`src/rtl/fetch.sv`:
```
// -----------------------------------------------------------------------------
// fetch_pkg / fetch
//
// This is the instruction-fetch stage of the five-stage RV64 pipeline.
// It owns the PC and keeps at most one instruction-bus request in flight.
// Each returned instruction goes to decode through the registered dataF slot.
// A one-entry skid buffer holds a response that arrives while decode is
// stalled. A decode redirect (branch && !stall) squashes the wrong-path fetch.
//
// Ports
//   clk            clock
//   reset          asynchronous, active-low reset
//   ireq_valid     instruction request valid
//   ireq_addr      request address (the fetch PC)
//   iresp_addr_ok  bus accepted the request this cycle
//   iresp_data_ok  response data valid this cycle
//   iresp_data     instruction word
//   branch         decode redirect request
//   PCbranch       redirect target
//   stall          decode cannot accept dataF this cycle
//   dataF          {valid, pc, raw_instr} to decode
// -----------------------------------------------------------------------------
package fetch_pkg;
    typedef struct packed {
        logic        valid;
        logic [63:0] pc;
        logic [31:0] raw_instr;
    } fetch_data_t;
endpackage

module fetch #(
    parameter logic [63:0] RESET_PC = 64'h0000_0000_8000_0000
) (
    input  logic                   clk,
    input  logic                   reset,
    output logic                   ireq_valid,
    output logic [63:0]            ireq_addr,
    input  logic                   iresp_addr_ok,
    input  logic                   iresp_data_ok,
    input  logic [31:0]            iresp_data,
    input  logic                   branch,
    input  logic [63:0]            PCbranch,
    input  logic                   stall,
    output fetch_pkg::fetch_data_t dataF
);
    import fetch_pkg::*;

    typedef enum logic [1:0] {S_REQ, S_WAIT, S_HOLD} state_t;

    state_t      r_state, w_next;
    logic [63:0] r_pc;        // next address to fetch
    logic [63:0] r_req_pc;    // address of the request in flight
    logic        r_kill;      // in-flight response belongs to the wrong path
    fetch_data_t r_skid;
    fetch_data_t r_dataF;

    logic        w_redir, w_slot_free, w_issue, w_resp, w_drop;
    logic        w_accept, w_load_out, w_load_skid, w_skid_out, w_still_out;
    logic [63:0] w_resp_pc;

    // A redirect while decode is stalled is ignored. Decode presents it again.
    assign w_redir     = branch & ~stall;
    assign w_slot_free = ~r_dataF.valid | ~stall;
    assign w_issue     = (r_state == S_REQ) & iresp_addr_ok;
    // A response can arrive in the same cycle as its addr_ok, in REQ.
    assign w_resp      = iresp_data_ok & ((r_state == S_WAIT) | w_issue);
    assign w_resp_pc   = (r_state == S_WAIT) ? r_req_pc : r_pc;
    // Drop a killed response. Also drop any response that lands in the cycle
    // decode redirects, because it is the sequential (wrong-path) instruction.
    assign w_drop      = ((r_state == S_WAIT) & r_kill) | w_redir;
    assign w_accept    = w_resp & ~w_drop;
    assign w_load_out  = w_accept & w_slot_free;
    assign w_load_skid = w_accept & ~w_slot_free;
    assign w_skid_out  = (r_state == S_HOLD) & ~stall & ~branch;
    // A request stays outstanding past this edge, so a redirect now must kill it.
    assign w_still_out = ~iresp_data_ok & (w_issue | (r_state == S_WAIT));

    // ---------------- FSM: state register ----------------
    always_ff @(posedge clk or negedge reset) begin
        if (!reset) r_state <= S_REQ;
        else        r_state <= w_next;
    end

    // ---------------- FSM: next state ----------------
    always_comb begin
        w_next = r_state;
        case (r_state)
            S_REQ: begin
                if (iresp_addr_ok && !iresp_data_ok) w_next = S_WAIT;
                else if (w_load_skid)                w_next = S_HOLD;
            end
            S_WAIT: begin
                if (iresp_data_ok) w_next = w_load_skid ? S_HOLD : S_REQ;
            end
            S_HOLD: begin
                // A redirect also leaves HOLD. The skid entry is discarded below.
                if (!stall) w_next = S_REQ;
            end
            default: w_next = S_REQ;
        endcase
    end

    // ---------------- FSM: outputs ----------------
    // Gating with reset keeps the bus quiet while reset is held, even though
    // the state register already reads REQ.
    always_comb begin
        ireq_valid = (r_state == S_REQ) & reset;
        ireq_addr  = r_pc;
    end

    // ---------------- PC / in-flight tracking ----------------
    always_ff @(posedge clk or negedge reset) begin
        if (!reset) begin
            r_pc     <= RESET_PC;
            r_req_pc <= '0;
            r_kill   <= 1'b0;
        end else begin
            if (w_redir)      r_pc <= PCbranch;
            else if (w_issue) r_pc <= r_pc + 64'd4;   // wraps modulo 2^64

            if (w_issue && !iresp_data_ok) r_req_pc <= r_pc;

            if (w_redir && w_still_out)                     r_kill <= 1'b1;
            else if (r_state == S_WAIT && iresp_data_ok)    r_kill <= 1'b0;
        end
    end

    // ---------------- skid buffer and output slot ----------------
    always_ff @(posedge clk or negedge reset) begin
        if (!reset) begin
            r_skid  <= '0;
            r_dataF <= '0;
        end else begin
            if (w_load_skid)
                r_skid <= '{valid: 1'b1, pc: w_resp_pc, raw_instr: iresp_data};
            else if (r_state == S_HOLD && !stall)
                r_skid.valid <= 1'b0;

            if (w_load_out)
                r_dataF <= '{valid: 1'b1, pc: w_resp_pc, raw_instr: iresp_data};
            else if (w_skid_out)
                r_dataF <= r_skid;
            else if (!stall)
                r_dataF.valid <= 1'b0;
        end
    end

    assign dataF = r_dataF;

endmodule

```
`config.mk`:
```
export PLATFORM = sky130hd
export DESIGN_NAME = fetch
export DESIGN_NICKNAME = d
export VERILOG_FILES = /design/src/rtl/fetch.sv
export SDC_FILE = /design/constraint.sdc
export NUM_CORES = 1
export LEC_CHECK = 0
export ABC_AREA = 1
export CAP_MARGIN = 20
export CORE_MARGIN = 2
export CORE_UTILIZATION = 54
export CTS_CLUSTER_SIZE = 20
export DETAILED_ROUTE_END_ITERATION = 6
export PLACE_DENSITY = 0.86
export SYNTH_ARGS = -nofsm -noshare
export SYNTH_HDL_FRONTEND = slang
export SYNTH_SLANG_ARGS = --single-unit
```
`constraint.sdc`:
```
create_clock -name clk -period 2.3 [get_ports clk]
set_input_delay 0.345 -clock clk [delete_from_list [all_inputs] [get_ports clk]]
set_output_delay 0.345 -clock clk [all_outputs]
set_load 0.05 [all_outputs]
```
==> metrics.log <==
[metrics] arrival time of data at the critical path endpoint: 1920 ps
[metrics] layout overhead on the synthesized area: 28.2%
[metrics] half-perimeter wire length after detailed placement: 35600 um
[metrics] die outline height: 176 um
[metrics] Period Utilization, post-route: 98.7%
[metrics] met1 demand-to-capacity share in global routing: 46.6%
[metrics] number of iterations in the first detailed-routing pass: 6
[metrics] routability-driven placement congestion ratio: 0.989
[metrics] leftover overflow at the end of global routing: 0
[metrics] worst slew pin tran: 1030 ps
[metrics] buffers inserted during post-CTS setup optimization: 0
[metrics] count of buffers from port buffering: 263
[metrics] highest-delay cell along the critical path: sky130_fd_sc_hd__clkdlybuf4s50_1
[metrics] minimum clock period after layout: 2270 ps
[metrics] async set or reset register ratio after synthesis: 100%
[metrics] number of failing setup endpoints in the final timing report: 0
[metrics] initial antenna violation count: 1
[metrics] total wirelength of the detailed-routed design: 50100 um
[metrics] starting density of the core: 55.2%
[metrics] area of combinational cells with multiple inputs: 6510 um2
[metrics] number of global-route vias before repair: 14.9k
[metrics] floorplan die area: 30900 um2
[metrics] Post-Route Utilization: 70.8%
[metrics] Post-Syn Area: 15900 um2
[metrics] number of sinks on the clock net: 325
[metrics] Cell Chain, Critical Path: buf_4 > clkdlybuf4s50_1
[metrics] final design area excluding fillers: 20400 um2
[metrics] met2 track demand over resource in global routing: 51.7%
[metrics] leakage dissipation: 9.59 nW
[metrics] Max stage delay on crit path: 800 ps
[metrics] Worst-path clk slew: 60 ps
[metrics] Max-cap violations: 0
[metrics] Post-Synthesis Cells: 2098
[metrics] category of the worst setup path launch point: register
[metrics] DP Area: 19200 um2
[metrics] number of violations reported at the end of detailed-routing iteration 0: 1541
[metrics] critical path class: reg2out
[metrics] fin cells: 2758
[metrics] H-tree depth: 2
[metrics] source-to-sink clock delay at the later pin of the worst-skew pair: 530 ps
[metrics] FF/Latch Area: 8130 um2
[metrics] Clock Tree Buf Depth: 3
[metrics] Fin Clk Skew: 16.1 ps
[metrics] endpoint kind of the worst setup timing path: output pin
[metrics] # diodes: 0
[metrics] Slew headroom: 31.4%
[metrics] Fill cells: 2206
[metrics] total I/O pin count: 264
[metrics] number of hold violations in the final report: 0
[metrics] achievable clock frequency: 441 MHz
[metrics] Inst Count DP: 2694
[metrics] routed len/inst: 18.2 um
[metrics] met3 capacity usage during global routing: 4.78%
[metrics] unrepaired setup endpoints after global routing: false
[metrics] predominant post-synthesis flop cell: sky130_fd_sc_hd__dfrtp_1
[metrics] die width: 176 um
[metrics] path category of the worst min-delay check: in2async
[metrics] site row count: 62
[metrics] overall fraction of global-route tracks in use: 32.6%
[metrics] Critical Path Fanout Max: 3
[metrics] power density relative to cell area: 1220 nW/um2
[metrics] number of flops mapped to enable cells by yosys: 0
[metrics] number of warnings issued by yosys: 0
[metrics] number of unique standard cell types used by synthesis: 33
[metrics] CTS tree: done
[metrics] overall power consumption: 25.0 mW
[metrics] Seq cells post-synth: 325
[metrics] Worst Path Required: 1960 ps
[metrics] final sum of negative setup slack: 0 ps
[metrics] IR drop worst, VDD: 924 uV
[metrics] count of final max-slew check failures: 0
[metrics] average size of a mapped cell: 7.59 um2
[metrics] vias per inst: 5.60
[metrics] Post-DRT Antenna Nets: 0
[metrics] number of buffers created by CTS: 35
[metrics] layout cells sized above 1: 5.73%
[metrics] wire length of the first global-routing pass: 79600 um
[metrics] Syn Nets: 2201
[metrics] clock tree root buffer cell: sky130_fd_sc_hd__clkbuf_16
[metrics] via count: 15.5k
[metrics] sequential area share after synthesis: 51.1%
[metrics] largest net degree at the start of global routing: 181
[metrics] Net count, final: 2451
[metrics] core region area: 28900 um2
[metrics] status: completed
[metrics] detailed-route DRC error count: 0
[metrics] highest-utilization routing layer at the global route stage: met2
worst max-delay path: cells and delay by family (launching register included):
family	cells	cell delay, ps
buf+inv	2	980
flops	1	410
cells in the final DEF (no fill, tap or decap), drive strengths merged:
cell	instances
a211oi	5
o32ai	1
nor3	3
ha	1
a31oi	5
dlygate4sd2	2
nand2	673
buf	56
xor2	1
o211ai	104
nor3b	1
a32o	3
nand3	79
dlygate4sd3	1
o21ai	195
bufinv	3
dfstp	1
nor4	2
dlymetal6s2s	7
nor2	267
dfrtp	324
o22ai	9
clkbuf	53
a22oi	1
nand4	16
a21oi	83
clkdlybuf4s50	252
nand3b	1
inv	219
clkinv	6
where the power goes:
part           internal, mW  switching (mW)
Clock                  3.51            2.35
Sequential             7.82            1.40
Combinational          3.21            6.71
Total                  14.5            10.5
Yosys cell counts, types with 2 or more instances:
master	n	area (um2)
sky130_fd_sc_hd__buf_6	5	56.3
sky130_fd_sc_hd__nor2_1	257	965
sky130_fd_sc_hd__a21oi_1	83	415
sky130_fd_sc_hd__o21ai_1	2	10.0
sky130_fd_sc_hd__o22ai_1	9	56.3
sky130_fd_sc_hd__nor2_4	2	22.5
sky130_fd_sc_hd__nand4_1	16	100
sky130_fd_sc_hd__inv_1	212	796
sky130_fd_sc_hd__a211oi_1	5	37.5
sky130_fd_sc_hd__a32o_1	3	30.0
sky130_fd_sc_hd__clkbuf_1	48	180
sky130_fd_sc_hd__nor2_2	8	50.1
sky130_fd_sc_hd__nor4_1	2	12.5
sky130_fd_sc_hd__a31oi_1	4	25.0
sky130_fd_sc_hd__inv_2	6	22.5
sky130_fd_sc_hd__nand2_1	672	2520
sky130_fd_sc_hd__o211ai_1	104	781
sky130_fd_sc_hd__nand3_1	78	390
sky130_fd_sc_hd__o21ai_0	193	966
sky130_fd_sc_hd__buf_2	51	255
sky130_fd_sc_hd__dfrtp_1	324	8110
sky130_fd_sc_hd__nor3_1	3	15.0
per-layer routing:
| metal | wire length [um] | vias to the layer above |
|---|---|---|
| li1 | - | 7216 |
| met1 | 21800 | 7366 |
| met2 | 22700 | 771 |
| met3 | 4150 | 101 |
| met4 | 1520 | 0 |
| met5 | 0 | - |
flip-flops by register name, indices dropped and copies added (netlist names):
name / flops
dataF: 97
r_skid: 97
ireq_addr: 64
r_req_pc: 64
r_state: 2
r_kill: 1
stage by stage:
step / hold slack [ps] / setup slack (ps)
detailed placement: 142 / 44.6
CTS: 186 / 8.52
global placement: 142 / 102
floorplan: 49.4 / 211
finish: 196 / 30.4
global route: 184 / 4.57
kinds of logic after synthesis:
kind of cell	share of synthesized area, %
simple gates	25.8
flops	51.1
compound gates	14.7
xor+xnor	0.0550
fa+ha+maj	0.0785
buf+inv	8.25
worst paths after layout:
check	to	startpoint	depth (start not counted)	slack (ps)
min in group clk	ireq_addr[1]	PCbranch[1]	3	360
worst max register to register	ireq_addr[46]	ireq_addr[2]	12	190
worst min register to register	r_skid[26]	r_skid[26]	2	480
worst max-delay path	ireq_addr[32]	ireq_addr[32]	2	30
max in group asynchronous	r_req_pc[35]	reset	3	940
worst min-delay path	dataF[19]	reset	2	200
final cells by class:
| type | instances | area share (%) |
|---|---|---|
| Sequential cell | 325 | 39.8 |
| Clock inverter | 10 | 0.815 |
| Inverter | 218 | 4.01 |
| Tap cell | 384 | 2.35 |
| Timing Repair Buffer | 318 | 16.0 |
| Clock buffer | 53 | 5.11 |
| Multi-Input combinational cell | 1450 | 31.9 |
what timing repair did:
item,4_1_cts,5_1_grt
gates resized for setup,2,8
hold buffers,1,0
endpoints found under the setup margin,2,12
gates cloned,0,0
hold endpoints to repair,4,0
Note: power is estimated with default switching activity, not from simulation.
